--- src/rtl/barrier_sequencer.sv ---
// barrier_sequencer: game-control FSM that issues one barrier lane at a time to the
// barrier generator, scores clean passes and counts down lives on collisions.
module barrier_sequencer #(
  parameter int unsigned LIVES_INIT      = 3,
  parameter int unsigned GAP_FRAMES      = 60,
  parameter int unsigned ACTIVE_FRAMES   = 120,
  parameter int unsigned HIT_HOLD_FRAMES = 30,
  parameter logic [15:0] LFSR_SEED       = 16'hACE1,
  parameter int unsigned SCORE_W         = 16
) (
  input  logic               i_clk,
  input  logic               i_rst_n,
  input  logic               i_v_sync,
  input  logic               i_start,
  input  logic               i_penguin_hit,
  output logic [1:0]         o_active,
  output logic [2:0]         o_lives,
  output logic [SCORE_W-1:0] o_score,
  output logic               o_game_over,
  output logic [2:0]         o_state
);

  typedef enum logic [2:0] {
    S_IDLE      = 3'd0,
    S_GAP       = 3'd1,
    S_ACTIVE    = 3'd2,
    S_HIT_HOLD  = 3'd3,
    S_GAME_OVER = 3'd4
  } state_t;

  localparam logic [7:0]         GAP_LAST    = 8'(GAP_FRAMES - 1);
  localparam logic [7:0]         ACTIVE_LAST = 8'(ACTIVE_FRAMES - 1);
  localparam logic [7:0]         HOLD_LAST   = 8'(HIT_HOLD_FRAMES - 1);
  localparam logic [2:0]         LIVES_LOAD  = 3'(LIVES_INIT);
  localparam logic [15:0]        LFSR_TAPS   = 16'hB400;
  localparam logic [SCORE_W-1:0] SCORE_ONE   = SCORE_W'(1);

  state_t               state_q, state_d;
  logic [7:0]           cnt_q, cnt_d;
  logic [2:0]           lives_q, lives_d;
  logic [SCORE_W-1:0]   score_q, score_d;
  logic [1:0]           lane_q, lane_d;
  logic [1:0]           lane_raw, lane_pick;
  logic [1:0]           active_q, active_d;
  logic                 game_over_q, game_over_d;
  logic [15:0]          lfsr_q;
  logic                 v_sync_s1, v_sync_s2, v_sync_d, tick;

  // Two-flop synchroniser, edge detector and a registered tick pulse.
  always_ff @(posedge i_clk or negedge i_rst_n) begin
    if (!i_rst_n) begin
      v_sync_s1 <= 1'b0;
      v_sync_s2 <= 1'b0;
      v_sync_d  <= 1'b0;
      tick      <= 1'b0;
    end else begin
      v_sync_s1 <= i_v_sync;
      v_sync_s2 <= v_sync_s1;
      v_sync_d  <= v_sync_s2;
      tick      <= v_sync_s2 & ~v_sync_d;
    end
  end

  always_ff @(posedge i_clk or negedge i_rst_n) begin
    if (!i_rst_n) begin
      lfsr_q <= LFSR_SEED;
    end else begin
      lfsr_q <= {1'b0, lfsr_q[15:1]} ^ (lfsr_q[0] ? LFSR_TAPS : '0);
    end
  end

  // lane_q doubles as the previous-lane register for the no-repeat rule.
  always_comb begin
    lane_raw  = (lfsr_q[1:0] == 2'b00) ? 2'b10 : lfsr_q[1:0];
    lane_pick = lane_raw;
    if (lane_raw == lane_q) begin
      case (lane_raw)
        2'b01:   lane_pick = 2'b10;
        2'b10:   lane_pick = 2'b11;
        default: lane_pick = 2'b01;
      endcase
    end
  end

  always_ff @(posedge i_clk or negedge i_rst_n) begin
    if (!i_rst_n) begin
      state_q <= S_IDLE;
      cnt_q   <= '0;
      lives_q <= '0;
      score_q <= '0;
      lane_q  <= '0;
    end else begin
      state_q <= state_d;
      cnt_q   <= cnt_d;
      lives_q <= lives_d;
      score_q <= score_d;
      lane_q  <= lane_d;
    end
  end

  always_comb begin
    state_d = state_q;
    cnt_d   = cnt_q;
    lives_d = lives_q;
    score_d = score_q;
    lane_d  = lane_q;
    case (state_q)
      S_IDLE, S_GAME_OVER: begin
        if (i_start) begin
          state_d = S_GAP;
          cnt_d   = '0;
          lives_d = LIVES_LOAD;
          score_d = '0;
        end
      end
      S_GAP: begin
        if (tick) begin
          if (cnt_q == GAP_LAST) begin
            state_d = S_ACTIVE;
            cnt_d   = '0;
            lane_d  = lane_pick;
          end else begin
            cnt_d = cnt_q + 8'd1;
          end
        end
      end
      S_ACTIVE: begin
        // A hit pre-empts a timeout landing in the same cycle.
        if (i_penguin_hit) begin
          state_d = S_HIT_HOLD;
          cnt_d   = '0;
          lives_d = (lives_q == '0) ? '0 : lives_q - 3'd1;
        end else if (tick) begin
          if (cnt_q == ACTIVE_LAST) begin
            state_d = S_GAP;
            cnt_d   = '0;
            score_d = (score_q == '1) ? score_q : score_q + SCORE_ONE;
          end else begin
            cnt_d = cnt_q + 8'd1;
          end
        end
      end
      S_HIT_HOLD: begin
        if (tick) begin
          if (cnt_q == HOLD_LAST) begin
            state_d = (lives_q == '0) ? S_GAME_OVER : S_GAP;
            cnt_d   = '0;
          end else begin
            cnt_d = cnt_q + 8'd1;
          end
        end
      end
      default: state_d = S_IDLE;
    endcase
  end

  always_comb begin
    active_d    = 2'b00;
    game_over_d = 1'b0;
    case (state_q)
      S_ACTIVE:    active_d    = lane_q;
      S_GAME_OVER: game_over_d = 1'b1;
      default:     ;
    endcase
  end

  always_ff @(posedge i_clk or negedge i_rst_n) begin
    if (!i_rst_n) begin
      active_q    <= '0;
      game_over_q <= 1'b0;
    end else begin
      active_q    <= active_d;
      game_over_q <= game_over_d;
    end
  end

  assign o_active    = active_q;
  assign o_lives     = lives_q;
  assign o_score     = score_q;
  assign o_game_over = game_over_q;
  assign o_state     = state_q;

endmodule

--- config.mk ---
export PLATFORM = sky130hd
export DESIGN_NAME = barrier_sequencer
export DESIGN_NICKNAME = d
export VERILOG_FILES = /design/src/rtl/barrier_sequencer.sv
export SDC_FILE = /design/constraint.sdc
export NUM_CORES = 1
export LEC_CHECK = 0
export ABC_CLOCK_PERIOD_IN_PS = 2500
export BUFFER_PORTS_ARGS = -buffer_cell sky130_fd_sc_hd__buf_2
export CORE_ASPECT_RATIO = 0.8
export CORE_UTILIZATION = 42
export DETAILED_ROUTE_END_ITERATION = 12
export GPL_TIMING_DRIVEN = 0
export PLACE_DENSITY_LB_ADDON = 0.15
export SYNTH_ARGS = -nofsm -noshare
export SYNTH_HDL_FRONTEND = slang
export SYNTH_SLANG_ARGS = --single-unit
export TNS_END_PERCENT = 20
--- constraint.sdc ---
create_clock -name i_clk -period 2.5 [get_ports i_clk]
set_clock_uncertainty 0.2 [all_clocks]
set_input_delay 0.5 -clock i_clk [delete_from_list [all_inputs] [get_ports i_clk]]
set_output_delay 0.5 -clock i_clk [all_outputs]
set_load 0.02 [all_outputs]
**Word-level counts from Yosys, hierarchy flattened**

Cells that the tools add are included.

- Register bits: 55
- Bits of input ports: 5
- Output and inout port bits: 25
- Word-level logic and storage cells: 87

- Add/subtract/negate cells: 3
- Eq/ne operators: 23
- Multiplexer cells: 35
- Bitwise operators: 3
- Reduce and logical (&&, ||, !) cells: 11

Operators with widths:

| operator | count |
|---|---|
| two-way mux 16 bit | 6 |
| two-way mux 8 bit | 8 |
| two-way mux 3 bit | 12 |
| case mux 16 bit (2 select lines) | 1 |
| case mux 8 bit (4 select lines) | 1 |
| != test 2 bit, second input constant | 10 |
| adder 16 x 1 -> 16 bit, second input constant | 1 |
| equality test 16 bit, second input constant | 1 |
| XOR 15 x 16 -> 16 bit | 1 |
| case mux 3 bit (4 select lines) | 1 |
| adder 8 x 1 -> 8 bit, second input constant | 1 |
| equality test 8 x 5 -> 1 bit, second input constant | 1 |
| equality test 8 x 6 -> 1 bit, second input constant | 1 |
| equality test 8 x 7 -> 1 bit, second input constant | 1 |
| AND reduction 7 bit | 1 |
| equality test 3 x 2 -> 1 bit, second input constant | 2 |
| logical NOT 3 bit | 2 |
| two-way mux 2 bit | 3 |
| != test 3 bit, second input constant | 2 |
| case mux 3 bit (2 select lines) | 1 |
| AND reduction 3 bit | 2 |
| AND reduction 6 bit | 1 |
| AND reduction 5 bit | 1 |
| case mux 2 bit (2 select lines) | 1 |
| 13 further kinds | 13 |

**Longest topological paths before layout**

- Depth in word-level cells: 6
- Depth in mapped cells: 7
- Depth with buffers taken out: 6

**Worst setup path before layout**

Ideal clock, no wire load.

- Kind: register -> register
- Start: register state_q[2], in the netlist o_state[2]
- End: register score_q[12], in the netlist o_score[12]
- Library setup time: 0.078 ns
- Data arrival time: 1.974 ns
- Data required time: 2.222 ns
- Path slack: 0.248 ns
- Stages on the path, launching flop included: 7
- Buffers on the path: 1
- Period minus slack after synthesis: 2.252 ns
- Path through: dfrtp_1 buf_6 nand4bb_4 a2111oi_4 o21ai_2 or4_1 a21oi_1

- Cells in the longest elaborated chain, start to end: 4
- Elaborated cells between the ends (all ways): 12
- Classes of those cells: eq/ne (7); mux (1); reduce/logical (4)

RTL lines:

| item | line | text |
|---|---|---|
| start: declaration | 38 | `state_t state_q, state_d;` |
| start signal: assignment | 93 | `state_q <= state_d;` |
| equality test 3 bit or logical NOT 3 bit (tied branches) | 107 | `case (state_q)` |
| OR reduction 2 bit | 107 |  |
| != test 2 bit (no line) or nonzero test 2 bit (tied branches) | -- |  |
| AND reduction 6 bit (no line) | -- |  |
| end signal: assignment | 96 | `score_q <= score_d;` |
| end: declaration | 41 | `logic [SCORE_W-1:0] score_q, score_d;` |

Several ways; a longest one is shown, not always the timed one.
A chain may end at the register's enable or synchronous reset.

**Final worst setup path**

- Start: register state_q[1], in the netlist o_state[1]
- End: register score_q[15], in the netlist o_score[15]

The elaborated chain is that of the path after synthesis.

==> impl_metrics.env <==
export IMPL_hpwl_um=3400
export IMPL_grt_usage_pct=16.3
export IMPL_switchingPower_mw=0.442
export IMPL_syn_area_per_cell_um2=11.3
export IMPL_hold_class="in2reg"
export IMPL_synthAdderAreaFrac_pct=1.93
export IMPL_cp_cell_sequence="buf_2 > nor3b_2 > a41oi_1 > a2111oi_1 > xnor2_1 > nor2_1"
export IMPL_drt_pass1_iter_count=4
export IMPL_finalWirelength_um=4950
export IMPL_cpPeakStageDelay_ns=0.50
export IMPL_maxSlewViolCount=0
export IMPL_fp_dieArea_um2=6490
export IMPL_path_clk_slew_ns=0.10
export IMPL_crit_type="reg2reg"
export IMPL_rsz0062_at_grt="true"
export IMPL_core_um2=5940
export IMPL_route_vias_total=1881
export IMPL_internal_power_mw=1.21
export IMPL_clk_latency_ns=0.30
export IMPL_hold_viol=0
export IMPL_critPathLaunchType="register"
export IMPL_holdWs_ns=0.104
export IMPL_synth_compound_area_share_pct=15.1
export IMPL_diodes=0
export IMPL_ir_worst_vdd_mv=0.398
export IMPL_cellLeakagePower_nw=1.38
export IMPL_p_comb_share_pct=9.9
export IMPL_ctsHtreeMaxLevel=2
export IMPL_worstPathArrival_ns=2.33
export IMPL_drc=0
export IMPL_vias_per_cell=5.34
export IMPL_wl_per_cell_um=14.1
export IMPL_crit_path_max_fanout=10
export IMPL_cts_sinks=55
export IMPL_period_share_pct=94.2
export IMPL_die_w_um=89.8
export IMPL_grt_pass1_wl_um=8480
export IMPL_antenna_left=0
export IMPL_placed_area_um2=2840
export IMPL_tritoncts="yes"
export IMPL_synth_top_family_by_area="simple AND/OR/NAND/NOR gates"
export IMPL_fin_area_um2=2990
export IMPL_async_flop_share_pct=100
export IMPL_critPathRequiredTime_ns=2.47
export IMPL_fmax_mhz=425
export IMPL_detail_route_iter0_violations=97
export IMPL_setup_viol=0
export IMPL_synth_seq_cells=55
export IMPL_p_sw_share_pct=26.8
export IMPL_synth_area_um2=2590
export IMPL_yosysWarnings=0
export IMPL_min_period_ns=2.35
export IMPL_place_congestion=0.817
export IMPL_clk_path_buf_depth=2
export IMPL_cts_root_buf="clkbuf_8"
export IMPL_slew_headroom_pct=47.6
export IMPL_die_y_um=72.2
export IMPL_synth_main_ff_cell="dfrtp_1"
export IMPL_synthXorXnorAreaFrac_pct=4.73
export IMPL_nets=279
export IMPL_antenna_found_initial=0
export IMPL_synthSimpleGateAreaFrac_pct=22.1
export IMPL_synthMuxAreaShare_pct=0.821
export IMPL_pwr_share_clk_pct=29.4
export IMPL_ys_types=54
export IMPL_numCtsBuffers=5
export IMPL_grt_pass1_vias=1726
export IMPL_powerDensity_nw_per_um2=552
export IMPL_r2r_setup_slack_ns=0.15
export IMPL_grt_max_degree=56
export IMPL_layout_drive_gt1_share_pct=23.6
export IMPL_start_util_pct=43.6
export IMPL_synth_edf_count=0
export IMPL_critPathSlowestCell="a2111oi_1"
export IMPL_synthCells=230
export IMPL_ios=30
export IMPL_max_cap_violations=0
export IMPL_portBuffers=29
export IMPL_n_fill_cell=555
export IMPL_rows=25
export IMPL_ys_seq_area_share_pct=53.5
export IMPL_areaGrowthSynthToFinish_pct=15.4
export IMPL_status="finished clean"
export IMPL_seq_power_share_pct=60.7
export IMPL_overflow=0
export IMPL_crit_path_end_kind="register"
export IMPL_synthesis_nets=239
export IMPL_worst_pin_slew_ns=0.780
## stage by stage
stage	setup TNS, ns	cells	setup WS [ns]	power (mW)	utilization [%]
floorplan	0	230	0.248	1.11	-
global placement	-0.0329	340	-0.0328	1.17	47.7
detailed placement	-0.0685	340	-0.0445	1.18	47.7
CTS	0	348	0.00981	1.67	49.2
global route	-0.0468	352	-0.0256	1.74	50.3
finish	0	352	0.145	1.65	50.3
## synth_stat cells, types with 2 or more instances
cell       count  share of area, %
a2111oi_1      3               1.2
a211oi_1       2              0.58
a21oi_1       10               1.9
a22o_1         6               2.0
and2_1         4              0.97
and3_1         7               1.7
and4_1         3               1.0
and4b_1        2              0.77
clkbuf_1       3              0.43
dfrtp_1       47                45
dfstp_2        8               8.1
ha_1           4               1.9
inv_1          4              0.58
nand2_1       13               1.9
nand2b_1       2              0.48
nand3_1        7               1.4
nand3b_1       2              0.58
nand4_1        9               2.2
nor2_1        17               2.5
nor2b_1        8               1.9
nor3_1         3              0.58
nor3b_1        2              0.58
nor3b_2        2              0.97
o211ai_1       2              0.58
o21ai_0        5              0.97
o21ai_1        7               1.4
o31ai_1        4               1.2
or3_1          5               1.2
or3b_1         2              0.68
xnor2_1        6               2.0
xor2_1         8               2.7
## state kept, by name, indices dropped and copies added (netlist names)
| name | count |
|---|---|
| o_score | 16 |
| v_sync_s2 | 1 |
| o_active | 2 |
| o_game_over | 1 |
| lfsr_q | 16 |
| o_lives | 3 |
| cnt_q | 8 |
| lane_q | 2 |
| tick | 1 |
| o_state | 3 |
| v_sync_d | 1 |
| v_sync_s1 | 1 |
## layout by cell type, fill, tap and decap left out, types with 3 or more instances in the layout
| master | Yosys | layout |
|---|---|---|
| dfrtp_1 | 47 | 46 |
| buf_2 | 1 | 30 |
| nor2_1 | 17 | 17 |
| nand2_1 | 13 | 13 |
| a21oi_1 | 10 | 10 |
| nand4_1 | 9 | 9 |
| xor2_1 | 8 | 8 |
| nor2b_1 | 8 | 8 |
| dfstp_2 | 8 | 8 |
| and3_1 | 7 | 7 |
| o21ai_1 | 7 | 7 |
| nand3_1 | 7 | 7 |
| a22o_1 | 6 | 6 |
| xnor2_1 | 6 | 6 |
| o21ai_0 | 5 | 5 |
| clkbuf_8 | 0 | 5 |
| inv_1 | 4 | 4 |
| and2_1 | 4 | 4 |
| o31ai_1 | 4 | 4 |
| or3_1 | 5 | 4 |
| ha_1 | 4 | 4 |
| clkbuf_1 | 3 | 3 |
| nor3_1 | 3 | 3 |
| and4_1 | 3 | 3 |
## path summary, 6_finish.rpt
check	startpoint	end	cells after the start
worst min-delay path	i_v_sync	v_sync_s1	1
worst min register to register	lfsr_q[3]	lfsr_q[2]	0
worst max-delay path	o_state[1]	o_score[15]	6
min in group asynchronous	i_rst_n	o_state[2]	2
max in group asynchronous	i_rst_n	lfsr_q[11]	3
worst max register to register	o_state[1]	o_score[15]	6
## logic make-up after synthesis
group,after synthesis
adders and majority gates,4
AOI/OAI and AO/OA,51
muxes,2
and+or+nand+nor,94
xor gates and xnor gates,14
buffers and inverters,10
DFF,55
## power groups by stage
stage          clock (mW)  sequential (mW)  combinational, mW
3_5_place_dp            0             1.02              0.160
3_3_place_gp            0             1.02              0.156
6_report            0.485             1.00              0.163
2_1_floorplan           0             1.01             0.0998
5_1_grt             0.537             1.02              0.189
4_1_cts             0.509             1.00              0.160
## area by class of cell
type	count	area, um2	area share (%)
multi-input combinational	165	1170	39.3
buffer	5	27.5	0.921
tap	81	101	3.39
inverter	5	18.8	0.628
clock inverter	3	20.0	0.670
clock buffer	5	68.8	2.30
timing repair buffer	33	190	6.37
sequential	55	1390	46.4
## critical path: cells and delay by family (launching register included)
family	cells	cell delay, ns
AOI/OAI and AO/OA	2	0.86
DFF	1	0.42
and+or+nand+nor	2	0.33
buffers and inverters	1	0.25
xor gates and xnor gates	1	0.17
## metal layers
layer	part of all wire (%)	up-vias	GRT usage, %
met5	0	-	0
met4	0.30	0	3.28
met3	4.0	2	3.46
met2	42	37	23.9
met1	54	909	24.9
li1	-	933	-
## repair_timing
| item | 4_1_cts | 5_1_grt |
|---|---|---|
| endpoints found under the hold margin | 0 | 18 |
| setup endpoints to repair | 0 | 15 |
| resized for setup | 0 | 4 |
| setup buffers | 0 | 2 |
| hold buffers | 0 | 1 |
(Power assumes the default switching activity.)
